`src/rtl/ex_lvds_tx.sv`:
```
// Parallel-to-serial LVDS transmitter: trains with a fixed preamble after reset, then
// serializes queued words LSB first on fixed 8-clock boundaries, filling gaps with idle words.
module ex_lvds_tx #(
    parameter int unsigned TRAIN_WORDS   = 4,
    parameter logic [7:0]  TRAIN_PATTERN = 8'hA5,
    parameter logic [7:0]  IDLE_WORD     = 8'h00
) (
    input  logic       lvds_clk,
    input  logic       rst,
    input  logic [7:0] din,
    input  logic       din_valid,
    output logic       din_ready,
    output logic       lvds_dout,
    output logic       word_start,
    output logic       training,
    output logic       underrun
);

    typedef enum logic {
        S_TRAIN,
        S_RUN
    } state_t;

    state_t     r_state;
    logic [2:0] r_bit_cnt;
    logic [7:0] r_sh;
    logic [3:0] r_train_cnt;
    logic       r_underrun;
    logic [7:0] r_fifo [2];
    logic       r_rd_ptr;
    logic       r_wr_ptr;
    logic [1:0] r_count;

    logic       w_push;
    logic       w_boundary;
    logic       w_run_next;
    logic       w_pop;
    logic       w_bypass;
    logic       w_wr;
    logic       w_idle;
    logic [7:0] w_next_word;

    assign din_ready  = !rst && (r_count < 2'd2);
    assign w_push     = din_valid && din_ready;
    assign w_boundary = (r_bit_cnt == 3'd7);
    // The last training boundary already follows the RUN loading rules.
    assign w_run_next = (r_state == S_RUN) || (r_train_cnt == 4'(TRAIN_WORDS));

    always_comb begin
        w_pop       = 1'b0;
        w_bypass    = 1'b0;
        w_idle      = 1'b0;
        w_next_word = TRAIN_PATTERN;
        if (w_boundary && w_run_next) begin
            if (r_count != 2'd0) begin
                w_pop       = 1'b1;
                w_next_word = r_fifo[r_rd_ptr];
            end else if (w_push) begin
                // Empty FIFO with a word arriving on the boundary edge: load it directly.
                w_bypass    = 1'b1;
                w_next_word = din;
            end else begin
                w_idle      = 1'b1;
                w_next_word = IDLE_WORD;
            end
        end
    end

    assign w_wr = w_push && !w_bypass;

    always_ff @(posedge lvds_clk) begin
        if (rst) begin
            r_state     <= S_TRAIN;
            r_bit_cnt   <= '0;
            r_sh        <= TRAIN_PATTERN;
            r_train_cnt <= 4'd1;
            r_underrun  <= 1'b0;
            r_rd_ptr    <= 1'b0;
            r_wr_ptr    <= 1'b0;
            r_count     <= '0;
        end else begin
            r_underrun <= w_idle;
            if (!w_boundary) begin
                r_sh      <= r_sh >> 1;
                r_bit_cnt <= r_bit_cnt + 3'd1;
            end else begin
                r_bit_cnt <= '0;
                r_sh      <= w_next_word;
                if (r_state == S_TRAIN) begin
                    if (w_run_next) begin
                        r_state <= S_RUN;
                    end else begin
                        r_train_cnt <= r_train_cnt + 4'd1;
                    end
                end
            end

            if (w_wr) begin
                r_fifo[r_wr_ptr] <= din;
                r_wr_ptr         <= ~r_wr_ptr;
            end
            if (w_pop) begin
                r_rd_ptr <= ~r_rd_ptr;
            end
            case ({w_wr, w_pop})
                2'b10:   r_count <= r_count + 2'd1;
                2'b01:   r_count <= r_count - 2'd1;
                default: r_count <= r_count;
            endcase
        end
    end

    assign lvds_dout  = r_sh[0];
    assign word_start = (r_bit_cnt == 3'd0);
    assign training   = (r_state == S_TRAIN);
    assign underrun   = r_underrun;

endmodule
```
`config.mk`:
```
export PLATFORM = sky130hd
export DESIGN_NAME = ex_lvds_tx
export DESIGN_NICKNAME = d
export VERILOG_FILES = /design/src/rtl/ex_lvds_tx.sv
export SDC_FILE = /design/constraint.sdc
export NUM_CORES = 1
export LEC_CHECK = 0
export ABC_AREA = 1
export BUFFER_PORTS_ARGS = -buffer_cell sky130_fd_sc_hd__buf_4
export CORE_ASPECT_RATIO = 1.5
export CORE_MARGIN = 5
export CORE_UTILIZATION = 38
export DETAILED_ROUTE_END_ITERATION = 16
export SYNTH_ARGS = -nofsm -noshare
export SYNTH_HDL_FRONTEND = slang
export SYNTH_SLANG_ARGS = --single-unit
```
`constraint.sdc`:
```
create_clock -name lvds_clk -period 3.6 [get_ports lvds_clk]
set_input_delay 0.72 -clock lvds_clk [delete_from_list [all_inputs] [get_ports lvds_clk]]
set_output_delay 0.72 -clock lvds_clk [all_outputs]
set_load 0.02 [all_outputs]
```
==> results of run 1 <==
-- final timing paths --
path                      from            to  slack (ns)  depth (start not counted)
setup / recovery    r_count[1]    r_count[1]        1.57                          9
hold / removal    r_bit_cnt[0]  r_bit_cnt[0]        0.45                          1
setup reg to reg    r_count[1]    r_count[1]        1.57                          9
hold reg to reg   r_bit_cnt[0]  r_bit_cnt[0]        0.45                          1
-- per-stage QoR --
stage          cells  cell area (sq um)  power [W]
4_1_cts          250               1920   0.000983
3_3_place_gp     242               1780   0.000556
5_1_grt          250               1920    0.00101
6_report         250               1920   0.000970
2_1_floorplan    184               1640   0.000529
3_5_place_dp     242               1780   0.000557
-- synth_stat cells (3+ instances only) --
master and instances:
nand2_1 44, nor2_1 29, dfxtp_1 22, inv_1 20, edfxtp_1 16, nand3_1 11
a21oi_1 8, ha_1 6, o21ai_0 5, nand4_1 4, nor2_2 4, xor2_1 3
-- final cells by class --
cell class / instances / share of cell area [%]
multi-input cells: 122 / 31.8
clock inverters: 3 / 3.59
repair buffers: 15 / 5.87
clock buffers: 5 / 3.59
inverters: 21 / 4.11
well taps: 46 / 3.00
flip-flops and latches: 38 / 48.0
-- sequential cells by signal, indices dropped and copies added (netlist names), named ones only --
register and flops:
underrun 1, r_sh 8, r_bit_cnt 3, r_count 2, r_wr_ptr 1, r_rd_ptr 1, r_state 1, r_train_cnt 4
r_fifo 16
-- cells by family (layout without fill, tap and decap cells) --
family,count (synthesis),after routing,share of synthesized area [%]
AOI/OAI and AO/OA,16,16,5.04
xor gates and xnor gates,3,3,1.60
adders and majority gates,6,6,4.58
buffers and inverters,24,44,6.64
DFF,38,38,56.2
and+or+nand+nor,97,97,26.0
-- cell usage in the layout (no fill, tap or decap) --
master	instances
nor3_1	1
or2_2	1
nor2_2	4
clkinv_4	1
clkbuf_8	5
nand2_2	1
dfxtp_1	22
nand3_1	11
nand3_2	1
buf_4	15
o21ai_1	2
inv_1	20
inv_2	1
o21ai_0	5
edfxtp_1	16
o211ai_1	1
ha_1	6
xor2_1	3
a21oi_1	8
nor2_1	29
nand4_1	4
bufinv_16	2
nand2_1	44
nor3b_4	1
-- worst max-delay path: stages (launching register included) --
cell,delay [ns]
dfxtp_1,0.38
nor2_2,0.43
inv_1,0.25
nand3_2,0.17
inv_1,0.06
ha_1,0.29
inv_1,0.09
nand2_1,0.07
xor2_1,0.13
nor2_1,0.05
-- per-layer routing --
metal | share of wire [%] | vias to the layer above
met5 | 0 | -
li1 | - | 629
met2 | 54 | 14
met1 | 40 | 558
met3 | 3.4 | 7
met4 | 2.2 | 0
-- power by group --
| group | internal, W | switching [W] |
|---|---|---|
| logic | 0.0000281 | 0.0000449 |
| registers | 0.000466 | 0.00000728 |
| clock network | 0.000277 | 0.000146 |
==> key figures, run 1 <==
Logic synthesis
  • Ys flop type: dfxtp_1
  • Yosys top cell by area: edfxtp_1
  • Synth cell types: 22
  • Seq/Total Area, Yosys: 56.2%
  • Largest cells by area after synthesis: edfxtp_1 (29%), dfxtp_1 (27%), nand2_1 (10%)
  • Syn Nets: 201
  • EDFF count, synth: 16
  • Yosys warns: 0
  • Avg Inst Size Synth: 8.91 sq um
  • Post-synthesis register bit count: 38
  • Ys async rst share: 0%
  • Post-synth top area share: 29.3%
  • Cells after Synth: 184
  • Synthesized area: 1640 sq um

GRT
  • First-pass GRT wire length: 5390 um
  • Total Routing Usage GR: 12.1%
  • Busiest layer in global routing: met2
  • Met1 global-route usage: 12.4%
  • Vias in the first global route: 1170
  • Largest net degree at the start of global routing: 14
  • GR Layer Usage met2: 21.7%
  • Met3 usage: 3.49%
  • Initial antenna violation count: 0
  • Congestion Overflow GR: 0

Placement
  • Routability cong.: 0.833
  • Number of I/O port buffers: 15
  • DP Worst Slack: 1.40 ns
  • Post-DP HPWL: 2510 um

Finish
  • Nets@finish: 220
  • Register area: 921 sq um
  • Ant diodes: 0
  • Share of cells above drive strength 1: 15.7%
  • Area Growth Syn to Fin: 16.9%
  • Core Util, Final: 45.5%
  • Area of the multi-input gates: 609 sq um
  • # fillers: 427

Die
  • # rows: 29
  • Io pins: 16
  • Die footprint: 5750 sq um
  • Initial Utilization: 38.9%
  • Die Ht: 90.4 um
  • Total core area: 4210 sq um
  • Die width: 63.6 um

STA
  • Final slew viol count: 0
  • Final setup viols: 0
  • Clock skew: 0.00470 ns
  • Unrepaired setup endpoints after global routing: false
  • Worst Tran Pin Value: 0.586 ns
  • TNS Setup: 0 ns
  • Hold_ws: 0.450 ns
  • Final hold viol count: 0
  • Peak Freq: 492 MHz
  • Fin crit period: 2.03 ns
  • Worst setup margin: 1.57 ns
  • Tcrit/Tclk final: 56.5%
  • Max-slew headroom: 60.8%

Hold path
  • Hold Crit Class: flip-flop to flip-flop

Job
  • Max Cap Violations: 0

Clock tree
  • # H-tree levels: 2
  • CTS buffer count: 5
  • Setup Buffers After CTS: 0
  • Clock tree sinks: 38
  • Worst-Skew Late Latency: 0.29 ns
  • CTS clk-pin slew, worst paths: 0.07 ns
  • Max Root-Sink Buffers: 2
  • # resized after CTS: 0
  • Clock tree root buffer cell: clkbuf_8
  • # hold bufs at CTS: 0
  • CTS tree: yes

Critical path
  • CP arrival: 2.22 ns
  • Worst-path maximum fanout: 13
  • Crit path capture type: flip-flop
  • Critical Path Start Type: flip-flop
  • Crit Path Category: flip-flop to flip-flop
  • Worst Path Required: 3.78 ns

Drt
  • Wire per inst: 12.7 um
  • Final antenna-violating net count: 0
  • Drt total wl: 3180 um
  • Detailed Route Iter0 Violations: 30
  • Routed vias: 1208
  • DR DRC count: 0
  • Drt pass-1 iters: 4
  • Via density per instance: 4.83

Pwr
  • Worst vdd ir: 0.315 mV
  • PwrDens: 506 nW/um^2
  • Leakage: 0.851 nW

Outcome
  • Status: completed
(Power assumes the default switching activity.)
==> run 2, diff against run 1 <==
- clock period: 3.6 -> 1.8 ns (I/O delays scaled with it)
==> run 2 against run 1 <==
Net effect: via count is 0.17% higher; design area increased by 0.26%; total power up 70%; largest power group unchanged.
==> key figures, run 2 (synthesized netlist as in run 1, its figures left out) <==
Drt
  • Drt pass-1 iters: 4 (unchanged)
  • Final antenna-violating net count: 0 (unchanged)
  • Detailed Route Iter0 Violations: 38 (+27%)
  • Wire per inst: 12.2 um (-3.9%)
  • DR DRC count: 0 (unchanged)
  • Routed vias: 1210 (+0.17%)
  • Drt total wl: 3140 um (-1.3%)
  • Via density per instance: 4.71 (-2.6%)

GRT
  • Met1 global-route usage: 13.4% (+0.97 points)
  • Congestion Overflow GR: 0 (unchanged)
  • Initial antenna violation count: 0 (unchanged)
  • Total Routing Usage GR: 12.0% (-0.015 points)
  • Vias in the first global route: 1244 (+6.3%)
  • GR Layer Usage met2: 20.4% (-1.3 points)
  • Met3 usage: 3.61% (+0.12 points)
  • Busiest layer in global routing: met2
  • First-pass GRT wire length: 5590 um (+3.7%)
  • Largest net degree at the start of global routing: 13 (-1)

Finish
  • Core Util, Final: 45.7% (+0.12 points)
  • Ant diodes: 0 (unchanged)
  • Most flops, register: r_fifo
  • Most frequent cells in the layout: nand2_1 (44), nor2_1 (29), buf_4 (22), inv_1 (20), dfxtp_1 (20)
  • Share of cells above drive strength 1: 19.4% (+3.7 points)
  • Nets@finish: 227 (+3.2%)
  • # fillers: 416 (-2.6%)
  • Commonest non-fill, non-tap cell in the layout: nand2_1
  • Largest regs: r_fifo: 16 flops, r_sh: 8 flops, r_train_cnt: 4 flops
  • Max reg flops: 16 (unchanged)
  • Area Growth Syn to Fin: 17.3%

STA
  • Fin crit period: 1.64 ns (-0.397 ns)
  • Max-slew headroom: 77.7% (+17 points)
  • Worst Tran Pin Value: 0.335 ns (-0.252 ns)
  • Peak Freq: 611 MHz (+24%)
  • Final hold viol count: 0 (unchanged)
  • Final slew viol count: 0 (unchanged)
  • TNS Setup: 0 ns (unchanged)
  • Unrepaired setup endpoints after global routing: false
  • Hold_ws: 0.269 ns (-0.180 ns)
  • Final setup viols: 0 (unchanged)
  • Clock skew: 0.00558 ns (+0.000881 ns)
  • Tcrit/Tclk final: 90.9% (+34 points)

Placement
  • Post-DP HPWL: 2380 um (-5.0%)
  • Number of I/O port buffers: 15 (unchanged)
  • Routability cong.: 0.809 (-3.0%)

Die
  • Initial Utilization: 38.9% (unchanged)
  • Die Ht: 90.4 um (unchanged)
  • Io pins: 16 (unchanged)
  • # rows: 29 (unchanged)
  • Die width: 63.6 um (unchanged)
  • Die footprint: 5750 sq um (unchanged)
  • Total core area: 4210 sq um (unchanged)

Critical path
  • Crit-path cells: inv_1, ha_1, nand3_1, nand2_2, nand3_2, nand2_1, ha_1, inv_1, nand2_1, xor2_1, nor2_1
  • Worst path buffer plus inverter count: 2 (-1)
  • Worst Path Required: 1.98 ns (-1.80 ns)
  • Slowest library cell on the worst path: dfxtp_2
  • R2R cell count: 11 (+2)
  • Worst stage delay on the critical path: 0.35 ns (-0.08 ns)
  • RR Endpoint: r_count[1]
  • CP delay by family, top: adder cells
  • CP arrival: 1.82 ns (-0.40 ns)
  • Crit Path Category: flip-flop to flip-flop
  • Critical Path Start Type: flip-flop
  • Worst-path maximum fanout: 4 (-9)
  • Worst r2r src: r_train_cnt[0]
  • Crit path capture type: flip-flop
  • R2r setup slk: 0.16 ns (-1.40 ns)

Pwr
  • Worst vdd ir: 0.419 mV (+33%)
  • PwrDens: 857 nW/um^2 (+69%)
  • Leakage: 0.864 nW (+1.5%)

Clock tree
  • CTS tree: yes
  • Clock tree root buffer cell: clkbuf_8
  • # H-tree levels: 2 (unchanged)
  • Clock tree sinks: 38 (unchanged)
  • Worst-Skew Late Latency: 0.28 ns (about the same)
  • CTS clk-pin slew, worst paths: 0.07 ns (about the same)
  • Max Root-Sink Buffers: 2 (unchanged)
  • CTS buffer count: 5 (unchanged)

Job
  • Max Cap Violations: 0 (unchanged)

Hold path
  • Hold Crit Class: input port to flip-flop
  • WHS Path Cells: 1 (unchanged)
  • Hold_sp: din[4]
  • Worst Hold End: r_fifo[1][4]

Outcome
  • Status: completed
run 2: cell types whose count changed in the layout (fill, tap and decap cells not counted):
cell | before | now
dfxtp_1 | 22 | 20
buf_4 | 15 | 22
clkinv_2 | 0 | 2
nand3_1 | 11 | 10
clkbuf_1 | 0 | 1
dfxtp_2 | 0 | 2
clkinv_4 | 1 | 0
bufinv_16 | 2 | 0
nand3_2 | 1 | 2
run 2: power by group:
part	total, W	switching, W	internal, W	leakage, nW
registers	0.000947	0.0000144	0.000933	0.328
logic	0.000153	0.0000883	0.0000648	0.491
clock network	0.000547	0.000279	0.000268	0.0450
total	0.00165	0.000381	0.00127	0.864
run 2: what timing repair did:
action | CTS | global route
gates resized for setup | 0 | 3
hold buffers | 0 | 0
setup endpoints to repair | 0 | 10
setup buffers | 0 | 1
run 2: worst reg2reg max path, stage by stage (launching register included):
cell	delay [ns]
dfxtp_2	0.35
inv_1	0.06
ha_1	0.19
nand3_1	0.09
nand2_2	0.08
nand3_2	0.09
nand2_1	0.08
ha_1	0.27
inv_1	0.08
nand2_1	0.07
xor2_1	0.12
nor2_1	0.05
run 2: how the worst max path moves through the flow:
stage               slack [ns]           start      endpoint  cells past startpoint
floorplan                 0.09  r_train_cnt[0]  r_fifo[0][0]                      7
global placement          0.11  r_train_cnt[0]    r_count[1]                     11
detailed placement        0.05  r_train_cnt[0]    r_count[1]                     11
CTS                       0.05  r_train_cnt[0]    r_count[1]                     11
global route             0.007  r_train_cnt[0]    r_count[1]                     11
finish                    0.16  r_train_cnt[0]    r_count[1]                     11
run 2: final cells by class:
class | instances | area [sq um] | area share (%)
Inverter | 21 | 78.8 | 4.10
Sequential cell | 38 | 923 | 48.0
Multi-Input combinational cell | 122 | 614 | 32.0
Clock buffer | 6 | 72.6 | 3.78
Clock inverter | 2 | 10.0 | 0.521
Timing Repair Buffer | 22 | 165 | 8.59
Tap cell | 46 | 57.6 | 2.99
run 2: layer usage:
metal  up-vias  routed length (um)
met1       552                1290
li1        640                   -
met5         -                   0
met2        12                1680
met4         0                  64
met3         6                 110
run 2: stage by stage:
stage | cell area (sq um) | total power [W] | setup slack (ns) | instances
finish | 1920 | 0.00165 | 0.164 | 257
global route | 1920 | 0.00174 | 0.00719 | 257
CTS | 1910 | 0.00167 | 0.0470 | 256
detailed placement | 1820 | 0.00112 | 0.0516 | 248
global placement | 1820 | 0.00112 | 0.112 | 248
floorplan | 1640 | 0.00106 | 0.0851 | 184
==> run 3, diff against run 2 <==
- clock period: 1.8 -> 1.83 ns (I/O delays scaled with it)
==> run 3 against run 2 <==
Net effect: via count shrank 0.91%; clock power rose by 60%; largest cell class unchanged; sequential power is 2% lower; register-to-register slack better by 0.06 ns; largest power group unchanged; global-route usage rose by 0.44 points; critical path type unchanged; combinational power hardly changed.
==> key figures, run 3 (synthesized netlist as in run 1, its figures left out) <==
STA
  • Max-slew headroom: 76.6% (-1.1 points)
  • Final slew viol count: 0 (unchanged)
  • Unrepaired setup endpoints after global routing: false
  • Clock skew: 0.00427 ns (-0.00131 ns)
  • Fin crit period: 1.61 ns (-0.0261 ns)
  • Final hold viol count: 0 (unchanged)
  • TNS Setup: 0 ns (unchanged)
  • Peak Freq: 621 MHz (+1.6%)
  • Final setup viols: 0 (unchanged)
  • Worst Tran Pin Value: 0.351 ns (+0.0162 ns)
  • Tcrit/Tclk final: 88.0% (-2.9 points)

Hold path
  • Hold Crit Class: input port to flip-flop
  • Worst Hold End: r_fifo[0][2]
  • Hold_sp: din[2]
  • WHS Path Cells: 1 (unchanged)

Critical path
  • Crit Path Category: flip-flop to flip-flop
  • Worst-path maximum fanout: 4 (unchanged)
  • Worst Path Required: 2.01 ns (+0.03 ns)
  • Crit path capture type: flip-flop
  • RR Endpoint: r_count[1]
  • Worst r2r src: r_train_cnt[0]
  • Critical Path Start Type: flip-flop
  • R2R cell count: 11 (unchanged)
  • R2r setup slk: 0.22 ns (+0.06 ns)
  • CP arrival: 1.79 ns (-0.03 ns)

Drt
  • Via density per instance: 4.68 (-0.52%)
  • DR DRC count: 0 (unchanged)
  • Routed vias: 1199 (-0.91%)
  • Detailed Route Iter0 Violations: 40 (+5.3%)
  • Drt total wl: 3190 um (+1.4%)
  • Drt pass-1 iters: 4 (unchanged)
  • Final antenna-violating net count: 0 (unchanged)
  • Wire per inst: 12.4 um (+1.8%)

Finish
  • Area Growth Syn to Fin: 21.1%
  • Nets@finish: 226 (-0.44%)
  • Largest regs: r_fifo: 16 flops, r_sh: 8 flops, r_train_cnt: 4 flops
  • # fillers: 428 (+2.9%)
  • Share of cells above drive strength 1: 20.5% (+1.0 points)
  • Commonest non-fill, non-tap cell in the layout: nand2_1
  • Ant diodes: 0 (unchanged)
  • Finished Cell Area: 1980 sq um (+3.3%)
  • Most flops, register: r_fifo
  • Most frequent cells in the layout: nand2_1 (44), nor2_1 (29), buf_4 (21), dfxtp_1 (20), inv_1 (19)
  • Max reg flops: 16 (unchanged)

GRT
  • Congestion Overflow GR: 0 (unchanged)
  • Vias in the first global route: 1242 (-0.16%)
  • Initial antenna violation count: 0 (unchanged)
  • Largest net degree at the start of global routing: 13 (unchanged)
  • Total Routing Usage GR: 12.5% (+0.44 points)
  • First-pass GRT wire length: 5700 um (+2.0%)

Outcome
  • Status: completed

Placement
  • Post-DP Area: 1820 sq um (-0.41%)
  • Post-DP HPWL: 2400 um (+1.0%)
  • Number of I/O port buffers: 15 (unchanged)
  • Routability cong.: 0.810 (+0.14%)

Clock tree
  • CTS clk-pin slew, worst paths: 0.08 ns (about the same)
  • Clock tree sinks: 38 (unchanged)
  • Max Root-Sink Buffers: 2 (unchanged)
  • # H-tree levels: 2 (unchanged)
  • CTS tree: yes
  • Clock tree root buffer cell: clkbuf_8
  • Worst-Skew Late Latency: 0.29 ns (about the same)
  • CTS buffer count: 5 (unchanged)

Pwr
  • Leakage: 0.880 nW (+1.9%)
  • Worst vdd ir: 0.859 mV (+100%)
  • PwrDens: 988 nW/um^2 (+15%)
  • Final Power: 0.00196 W (+19%)

Die
  • Die Ht: 90.4 um (unchanged)
  • # rows: 29 (unchanged)
  • Initial Utilization: 38.9% (unchanged)
  • Total core area: 4210 sq um (unchanged)
  • Io pins: 16 (unchanged)
  • Die width: 63.6 um (unchanged)
  • Die footprint: 5750 sq um (unchanged)

Job
  • Max Cap Violations: 0 (unchanged)
[run 3: cell count changes in the layout (fill, tap and decap cells not counted), sizes merged]
cell	delta
clkinv	-2
buf	-1
bufinv	+2
[run 3: cell type report]
| class | count | area, sq um | area share [%] |
|---|---|---|---|
| repair buffers | 21 | 158 | 7.94 |
| well taps | 46 | 57.6 | 2.90 |
| multi-input cells | 122 | 624 | 31.5 |
| inverters | 21 | 78.8 | 3.97 |
| clock inverters | 2 | 60.1 | 3.03 |
| clock buffers | 6 | 82.6 | 4.16 |
| flip-flops and latches | 38 | 923 | 46.5 |
[run 3: where the power goes]
group          total [W]  internal, W  switching [W]  leakage [nW]
registers       0.000932     0.000917      0.0000145         0.328
logic           0.000153    0.0000642      0.0000888         0.481
clock network   0.000876     0.000581       0.000295        0.0714
total            0.00196      0.00156       0.000398         0.880
[run 3: routing by layer]
| metal | vias up | share of wire, % | track usage, % |
|---|---|---|---|
| met5 | - | 0 | 0 |
| met4 | 0 | 2.4 | 6.76 |
| met3 | 7 | 3.8 | 3.49 |
| met2 | 12 | 52 | 21.5 |
| met1 | 541 | 41 | 13.4 |
| li1 | 639 | - | - |
[run 3: worst max-delay path by stage]
stage	slack, ns	endpoint	depth (start not counted)	from
after CTS	0.09	r_count[1]	11	r_train_cnt[0]
after global placement	0.14	r_count[1]	11	r_train_cnt[0]
after floorplan	0.12	r_fifo[0][0]	7	r_train_cnt[0]
after global routing	0.03	r_count[1]	11	r_train_cnt[0]
after detailed placement	0.1	r_count[1]	11	r_train_cnt[0]
final	0.22	r_count[1]	11	r_train_cnt[0]
[run 3: worst max-delay path, stage by stage (launching register included)]
cell,delay [ns]
dfxtp_2,0.35
inv_1,0.06
ha_1,0.18
nand3_1,0.09
nand2_2,0.09
nand3_4,0.08
nand2_1,0.07
ha_1,0.20
xor2_1,0.14
nand2_1,0.07
xor2_1,0.14
nor2_1,0.05
[run 3: timing repair]
action                     4_1_cts  5_1_grt
buffers inserted                 0        1
hold buffers                     0        0
hold endpoints to repair         0        0
gates resized for setup          0        6
setup endpoints to repair        0       10
[run 3: through the flow]
step | setup WS, ns | hold WS, ns | util (%) | instances
after floorplan | 0.115 | 0.417 | - | 184
after global placement | 0.138 | 0.429 | 43.2 | 247
after detailed placement | 0.0957 | 0.443 | 43.2 | 247
after CTS | 0.0873 | 0.263 | 46.6 | 255
after global routing | 0.0340 | 0.253 | 47.1 | 256
final | 0.220 | 0.269 | 47.1 | 256
